File: config.mk
export PLATFORM = sky130hd
export DESIGN_NAME = contactor_sequencer
export DESIGN_NICKNAME = d
export VERILOG_FILES = /design/src/rtl/contactor_sequencer.sv
export SDC_FILE = /design/constraint.sdc
export NUM_CORES = 1
export LEC_CHECK = 0
export BUFFER_PORTS_ARGS = -buffer_cell sky130_fd_sc_hd__buf_2
export CAP_MARGIN = 40
export CORE_MARGIN = 2
export CORE_UTILIZATION = 55
export DETAILED_ROUTE_END_ITERATION = 8
export PLACE_DENSITY = 0.92
export SYNTH_ARGS = -nofsm -noshare
export SYNTH_HDL_FRONTEND = slang
export SYNTH_SLANG_ARGS = --single-unit
File: constraint.sdc
create_clock -name clk -period 3.9 [get_ports clk]
set_input_delay 0.39 -clock clk [delete_from_list [all_inputs] [get_ports clk]]
set_output_delay 0.39 -clock clk [all_outputs]
set_load 0.01 [all_outputs]
File: src/rtl/contactor_sequencer.sv
// Contactor sequencer: switches one contactor at a time from synchronized SPI requests.
// It verifies each switching event against router feedback, with a timeout and a settle gap.
module contactor_sequencer #(
    parameter int N_CONTACTORS      = 21,
    parameter int FB_TIMEOUT_CYCLES = 1000,
    parameter int SETTLE_CYCLES     = 100,
    parameter int CNT_W             = $clog2(((FB_TIMEOUT_CYCLES > SETTLE_CYCLES) ?
                                              FB_TIMEOUT_CYCLES : SETTLE_CYCLES) + 1)
) (
    input  logic                        clk,
    input  logic                        rst,
    input  logic [N_CONTACTORS-1:0]     spi_requests,
    input  logic [2*N_CONTACTORS-1:0]   router_feedback,
    input  logic                        shutdown_req,
    input  logic                        clear_errors,
    output logic [N_CONTACTORS-1:0]     contactor_drive,
    output logic [N_CONTACTORS-1:0]     contactor_status,
    output logic [N_CONTACTORS-1:0]     fault_mask,
    output logic                        feedback_timeout_error,
    output logic                        invalid_request,
    output logic                        busy
);

    localparam int IDX_W = (N_CONTACTORS > 1) ? $clog2(N_CONTACTORS) : 1;
    localparam logic [CNT_W-1:0] FB_LAST     = CNT_W'(FB_TIMEOUT_CYCLES - 1);
    localparam logic [CNT_W-1:0] SETTLE_LAST = CNT_W'((SETTLE_CYCLES == 0) ? 0 : SETTLE_CYCLES - 1);

    typedef enum logic [1:0] {
        ST_IDLE    = 2'd0,
        ST_WAIT_FB = 2'd1,
        ST_SETTLE  = 2'd2
    } state_t;

    state_t                    state_q, state_d;
    logic [CNT_W-1:0]          cnt_q, cnt_d;
    logic [IDX_W-1:0]          idx_q, idx_d;
    logic [N_CONTACTORS-1:0]   drive_q, drive_d;
    logic [N_CONTACTORS-1:0]   mask_q, mask_d;
    logic [N_CONTACTORS-1:0]   status_q, status_d;
    logic [N_CONTACTORS-1:0]   meta_q, meta_d;
    logic [N_CONTACTORS-1:0]   req_sync_q, req_sync_d;
    logic                      tout_q, tout_d;
    logic                      inval_q, inval_d;

    logic [N_CONTACTORS-1:0]   pending;
    logic [IDX_W-1:0]          pick;
    logic [1:0]                fb_sel;
    logic [1:0]                fb_want;

    assign pending = (req_sync_q ^ drive_q) & ~mask_q & {N_CONTACTORS{~shutdown_req}};
    assign fb_sel  = router_feedback[{idx_q, 1'b0} +: 2];
    assign fb_want = drive_q[idx_q] ? 2'b10 : 2'b01;

    // Downward scan so the lowest pending index is the one left standing.
    always_comb begin
        pick = '0;
        for (int i = N_CONTACTORS - 1; i >= 0; i--) begin
            if (pending[i]) begin
                pick = IDX_W'(i);
            end
        end
    end

    always_comb begin
        state_d    = state_q;
        cnt_d      = cnt_q;
        idx_d      = idx_q;
        drive_d    = drive_q;
        mask_d     = mask_q;
        tout_d     = tout_q;
        inval_d    = inval_q;
        meta_d     = spi_requests;
        req_sync_d = meta_q;
        for (int i = 0; i < N_CONTACTORS; i++) begin
            status_d[i] = (router_feedback[2*i +: 2] == 2'b10);
        end

        // Clear first so that a coincident timeout or invalid condition wins.
        if (clear_errors) begin
            mask_d  = '0;
            tout_d  = 1'b0;
            inval_d = 1'b0;
        end

        if (shutdown_req) begin
            state_d = ST_IDLE;
            cnt_d   = '0;
            drive_d = '0;
            if (|req_sync_q) begin
                inval_d = 1'b1;
            end
        end else begin
            case (state_q)
                ST_IDLE: begin
                    if (|pending) begin
                        idx_d          = pick;
                        drive_d[pick]  = ~drive_q[pick];
                        cnt_d          = '0;
                        state_d        = ST_WAIT_FB;
                    end
                end
                ST_WAIT_FB: begin
                    if (fb_sel == fb_want) begin
                        state_d = ST_SETTLE;
                        cnt_d   = '0;
                    end else if (cnt_q == FB_LAST) begin
                        drive_d[idx_q] = 1'b0;
                        mask_d[idx_q]  = 1'b1;
                        tout_d         = 1'b1;
                        state_d        = ST_SETTLE;
                        cnt_d          = '0;
                    end else begin
                        cnt_d = cnt_q + 1'b1;
                    end
                end
                ST_SETTLE: begin
                    if (cnt_q >= SETTLE_LAST) begin
                        state_d = ST_IDLE;
                        cnt_d   = '0;
                    end else begin
                        cnt_d = cnt_q + 1'b1;
                    end
                end
                default: begin
                    state_d = ST_IDLE;
                    cnt_d   = '0;
                end
            endcase
        end
    end

    always_ff @(posedge clk) begin
        if (rst) begin
            state_q    <= ST_IDLE;
            cnt_q      <= '0;
            idx_q      <= '0;
            drive_q    <= '0;
            mask_q     <= '0;
            status_q   <= '0;
            meta_q     <= '0;
            req_sync_q <= '0;
            tout_q     <= 1'b0;
            inval_q    <= 1'b0;
        end else begin
            state_q    <= state_d;
            cnt_q      <= cnt_d;
            idx_q      <= idx_d;
            drive_q    <= drive_d;
            mask_q     <= mask_d;
            status_q   <= status_d;
            meta_q     <= meta_d;
            req_sync_q <= req_sync_d;
            tout_q     <= tout_d;
            inval_q    <= inval_d;
        end
    end

    assign contactor_drive        = drive_q;
    assign contactor_status       = status_q;
    assign fault_mask             = mask_q;
    assign feedback_timeout_error = tout_q;
    assign invalid_request        = inval_q;
    assign busy                   = (state_q != ST_IDLE);

endmodule

# After elaboration in Yosys (flattened, before gate mapping)
# Index checks and enable logic that the tools add are counted.
# word_totals
regBits,124
in_bits,67
out_inout_bits,66
# op_classes
n_addsub,1
n_lt_le_gt_ge,5
eq_ne,30
shifts,1
n_mux,58
n_bitwise,9
n_reduce_logical,11
# ops
cell,n
21-bit 2-to-1 mux,8
5-bit 2-to-1 mux,21
21-bit bitwise AND,3
"2-bit equality test, second input constant",22
21-bit inverter,2
21-bit case mux with 2 select lines,1
21-bit OR reduction,2
42-bit by 7-bit variable part select with 2-bit output,1
10-bit 2-to-1 mux,4
10-bit case mux with 3 select lines,1
21-bit bitwise mux,1
21-bit bitwise OR,1
21-bit bitwise XOR,1
"5-bit by 6-bit less-than comparator with 1-bit output, second input constant",2
1-bit 2-to-1 mux,12
"10-bit by 1-bit adder with 10-bit output, second input constant",1
1-bit binary-select mux with 5-bit select,2
1-bit demux with 5-bit select,2
"10-bit equality test, second input constant",1
"10-bit by 7-bit greater-or-equal comparator with 1-bit output, second input constant",1
"5-bit by 1-bit greater-or-equal comparator with 1-bit output, second input constant",2
2-bit 2-to-1 mux,5
"2-bit inequality test, second input constant",4
2-bit case mux with 3 select lines,1
10 further kinds,14

# Logic depth before layout (Yosys ltp)
# depth
ltp_word,31
ltp_mapped,12
mapped_depth_nobuf,9

# Worst setup path after synthesis
# Ideal clock, no wire load.
# synth_path
path_kind,input port to flip-flop
start,input port shutdown_req
end,register drive_q[1] (netlist: contactor_drive[1])
setup_ps,128
arrival_ps,2968
required_ps,3772
slack_ps,804
cell_stages,11
n_path_buf,2
path_cell_list,buf_2 -> or2_4 -> nor2_1 -> o2111ai_2 -> a2111oi_4 -> nor2_2 -> a31o_2 -> a221o_1 -> nor4b_4 -> buf_6 -> o22ai_1
# synth_between
elab_chain_cells,30
word_cells_on_any_way,38
classes_between,order compare: 2; eq/ne: 1; mux: 28; bitwise: 3; reduce/logical: 4
# synth_lines
item,line_no,text
start: declaration,14,"input logic shutdown_req,"
1-bit inverter (no line),--,
21-bit bitwise AND,50,assign pending = (req_sync_q ^ drive_q) & ~mask_q & {N_CONTACTORS{~shutdown_req}};
5-bit 2-to-1 mux (21 in series),58,if (pending[i]) begin
5-bit by 6-bit less-than comparator with 1-bit output (implied by the code) or 5-bit by 1-bit greater-or-equal comparator with 1-bit output (tied branches),97,drive_d[pick] = ~drive_q[pick];
1-bit logical AND (implied by the code),97,
1-bit 2-to-1 mux (implied by the code),97,
1-bit demux with 5-bit select,97,
21-bit bitwise mux,97,
21-bit 2-to-1 mux,95,if (|pending) begin
21-bit case mux with 2 select lines,93,case (state_q)
end signal: assignment,148,drive_q <= drive_d;
end: declaration,37,"logic [N_CONTACTORS-1:0] drive_q, drive_d;"
# Parallel ways exist; a longest one is shown, timed or not. The select of a mux whose other input is x is not followed.
# A chain may end at the register's enable or synchronous reset.

# Worst setup path in the final report
# layout_path
start,register idx_q[1]
end,register drive_q[15] (netlist: contactor_drive[15])
# layout_between
elab_chain_cells,9
word_cells_on_any_way,17
classes_between,order compare: 2; eq/ne: 2; shift: 1; mux: 8; bitwise: 2; reduce/logical: 2
# layout_lines
item,line_no,text
start: declaration,36,"logic [IDX_W-1:0] idx_q, idx_d;"
start signal: assignment,147,idx_q <= idx_d;
5-bit by 6-bit less-than comparator with 1-bit output (implied by the code) or 5-bit by 1-bit greater-or-equal comparator with 1-bit output (tied branches),107,drive_d[idx_q] = 1'b0;
1-bit logical AND (implied by the code),107,
1-bit 2-to-1 mux (implied by the code),107,
1-bit demux with 5-bit select,107,
21-bit inverter (no line),--,
21-bit bitwise AND (no line),--,
21-bit 2-to-1 mux,106,end else if (cnt_q == FB_LAST) begin
21-bit 2-to-1 mux,103,if (fb_sel == fb_want) begin
21-bit case mux with 2 select lines,93,
# Parallel ways exist; a longest one is shown, timed or not. The select of a mux whose other input is x is not followed.

==> flow_metrics.env <==
export IMPL_use_met3_pct=10.5
export IMPL_floorplan_die_area_mm2=0.0122
export IMPL_core_mm2=0.0109
export IMPL_final_period_utilization_pct=91.1
export IMPL_cts_sinks=124
export IMPL_synth_cells=707
export IMPL_dr_pass1_iters=6
export IMPL_clk_latency_ns=0.41
export IMPL_synth_seq_area_share_pct=39.8
export IMPL_status="finished, final reports clean"
export IMPL_clock_path_buffers=2
export IMPL_grt_ovfl_total=0
export IMPL_grt_setup_unrepaired="false"
export IMPL_cp_num_buf_inv=1
export IMPL_hold_class="in -> reg"
export IMPL_wl_per_cell_um=20.2
export IMPL_clock_fmax_mhz=282
export IMPL_critPathMaxFanout=21
export IMPL_start_util_pct=57.0
export IMPL_ys_seq_elements=124
export IMPL_final_setup_viol_count=0
export IMPL_gp_congestion=1.08
export IMPL_worstSetupPathType="reg -> reg"
export IMPL_die_w_um=110
export IMPL_first_global_vias=6083
export IMPL_placementRows=38
export IMPL_design_area_mm2=0.00774
export IMPL_leakagePower_nw=3.07
export IMPL_post_route_util_pct=70.8
export IMPL_worstPathArrival_ns=3.89
export IMPL_synth_nets=778
export IMPL_synthFlopType="dfxtp_1"
export IMPL_worst_ir_drop_vdd_v=0.000423
export IMPL_synth_fa_ha_area_share_pct=0.803
export IMPL_wl_mm=20.2
export IMPL_synthMuxAreaShare_pct=5.74
export IMPL_post_dp_hpwl_mm=14.5
export IMPL_synth_top_family_by_area="simple AND/OR/NAND/NOR gates"
export IMPL_fin_skew_ns=0.00831
export IMPL_cts_hold_buffers=0
export IMPL_place_area_mm2=0.00713
export IMPL_grt_busiest_layer="met2"
export IMPL_fin_crit_ns=3.55
export IMPL_synth_xor_area_share_pct=3.93
export IMPL_drive_above_1_share_pct=27.4
export IMPL_final_setup_tns_ns=0
export IMPL_cp_required_ns=4.24
export IMPL_ctsHtreeMaxLevel=4
export IMPL_hold_ws_ns=0.141
export IMPL_hold_violations=0
export IMPL_tightestPinTransition_ns=0.884
export IMPL_use_met1_pct=37.9
export IMPL_max_stage_delay_ns=0.88
export IMPL_ctsRootBufferMaster="clkbuf_16"
export IMPL_synth_top_area_share_pct=39.8
export IMPL_drcViolationCount=0
export IMPL_synth_area_per_cell_um2=8.82
export IMPL_area_growth_pct=24.2
export IMPL_synth_compound_area_share_pct=17.3
export IMPL_cts_resized=0
export IMPL_grt_use_total_pct=32.3
export IMPL_endpoint_kind="flip-flop"
export IMPL_post_cts_buffers=0
export IMPL_path_cells="mux4_2, a22oi_1, and3_1, or3_1, nand4_1, a21oi_2, buf_4, nor2b_1, o2111ai_1, o21ai_1"
export IMPL_drv_cap=0
export IMPL_final_nets=918
export IMPL_startpoint_type="flip-flop"
export IMPL_io_buffers=132
export IMPL_die_h_um=110
export IMPL_ios=133
export IMPL_cts_buffers=17
export IMPL_grt_max_degree=92
export IMPL_met2_usage_pct=52.2
export IMPL_ys_top_cells_by_area="dfxtp_1 (40%), mux4_2 (5.4%), nor2b_1 (4.8%), nand2_1 (4.0%), nand3_1 (3.5%)"
export IMPL_ant_nets=0
export IMPL_clkTransAtPathRegs_ns=0.06
export IMPL_vias=6418
export IMPL_cp_top_family="compound AO/OA/AOI/OAI gates"
export IMPL_antenna_found_initial=0
export IMPL_synth_distinct_cells=72
export IMPL_synth_edff_count=0
export IMPL_synth_largest_area_cell="dfxtp_1"
export IMPL_via_per_inst=6.42
export IMPL_cts_tree="done"
export IMPL_yosys_warnings=0
export IMPL_cellPowerDensity_mw_per_mm2=504
export IMPL_slew_viol_final=0
export IMPL_postSynth_asyncResetShare_pct=0
export IMPL_drt_initial_drc_count=740
export IMPL_max_slew_margin_pct=41.1
export IMPL_synth_simple_area_share_pct=29.1
export IMPL_netlist_area_mm2=0.00623
export IMPL_grt_pass1_wl_mm=31.3
export IMPL_crit_slowest_cell="dfxtp_1"
export IMPL_n_antenna_cell=0
## area by class of cell
cell class | count | area, um^2
Clock buffer | 20 | 447
Inverter | 7 | 26.3
Clock inverter | 12 | 165
Timing Repair Buffer | 164 | 902
Sequential cell | 124 | 2480
Multi-Input combinational cell | 533 | 3550
Fill cell | 830 | 3190
Tap cell | 140 | 175
## state kept, by name (all words and copies together) (netlist names)
| name | count |
|---|---|
| state_q | 2 |
| fault_mask | 21 |
| contactor_drive | 21 |
| cnt_q | 10 |
| invalid_request | 1 |
| req_sync_q | 21 |
| meta_q | 21 |
| idx_q | 5 |
| contactor_status | 21 |
| feedback_timeout_error | 1 |
## power by group
part	total (mW)	internal, mW	switching, mW
clock network	1.61	1.03	0.580
logic	0.922	0.346	0.576
registers	1.37	1.32	0.0587
## synth_stat cells, types with 5 or more instances
master    instances
and3_1            5
o31ai_1          12
xnor2_1          20
nor2b_1          48
nand4_1          23
inv_1             6
nand2_1          66
nor4_1            6
mux4_2           15
nor3_1           16
a22oi_1           6
clkbuf_1         30
buf_2             5
a21oi_1          39
o22ai_1           8
a31oi_1           6
o21ai_0          15
dfxtp_1         124
buf_1             6
or2_2            16
or3_1             9
a32oi_1           6
a211oi_1          8
nand3_1          43
nor2_1           48
nor3b_1          25
xor2_1            8
## through the flow
step | setup WS, ns | cells | power, mW
CTS | 0.175 | 999 | 3.88
global route | 0.225 | 1000 | 4.04
floorplan | 0.804 | 707 | 1.99
finish | 0.348 | 1000 | 3.90
detailed placement | 0.314 | 967 | 2.27
global placement | 0.354 | 964 | 2.25
## final timing paths
check,from,to,slack (ns),cells past startpoint
setup / recovery,idx_q[1]$_SDFFE_PP0P_,contactor_drive[15]$_SDFFE_PP0P_,0.35,10
hold / removal,router_feedback[36],contactor_status[18]$_SDFF_PP0_,0.14,2
setup reg to reg,idx_q[1]$_SDFFE_PP0P_,contactor_drive[15]$_SDFFE_PP0P_,0.35,10
hold reg to reg,meta_q[2]$_SDFF_PP0_,req_sync_q[2]$_SDFF_PP0_,0.43,1
## kinds of logic (layout without fill, tap and decap cells)
logic type,Yosys count,after routing
DFF,124,124
muxes,17,17
adders and majority gates,4,4
and+or+nand+nor,333,333
xor gates and xnor gates,28,28
AOI/OAI and AO/OA,151,151
buffers and inverters,50,203
## worst reg2reg max path, cell delays in order (launching register included)
cell       delay, ns
dfxtp_1         0.88
mux4_2          0.44
a22oi_1         0.23
and3_1          0.21
or3_1           0.13
nand4_1         0.30
a21oi_2         0.46
buf_4           0.32
nor2b_1         0.23
o2111ai_1       0.13
o21ai_1         0.16
## layout by cell type (no fill, tap or decap), drive strengths merged, types with 5 or more instances in the layout
cell,count
or2,20
inv,7
a31oi,6
o31ai,12
o21ai,19
o221ai,5
nor4b,5
nor3,16
xor2,8
clkbuf,21
nand3,43
a211oi,8
nor3b,25
o22ai,8
a32oi,6
buf,163
a22oi,6
clkinv,6
nand2,66
nor2,49
and3,5
a21oi,40
or3,9
mux4,15
xnor2,20
nor4,6
nand4,23
nor2b,48
dfxtp,124
## per-layer routing
metal | wire length, um | part of all wire (%) | up-vias
met5 | 0 | 0 | -
met3 | 2400 | 12 | 124
li1 | - | - | 2899
met2 | 9290 | 46 | 452
met1 | 7290 | 36 | 2943
met4 | 1240 | 6.1 | 0
(Power assumes the default switching activity.)
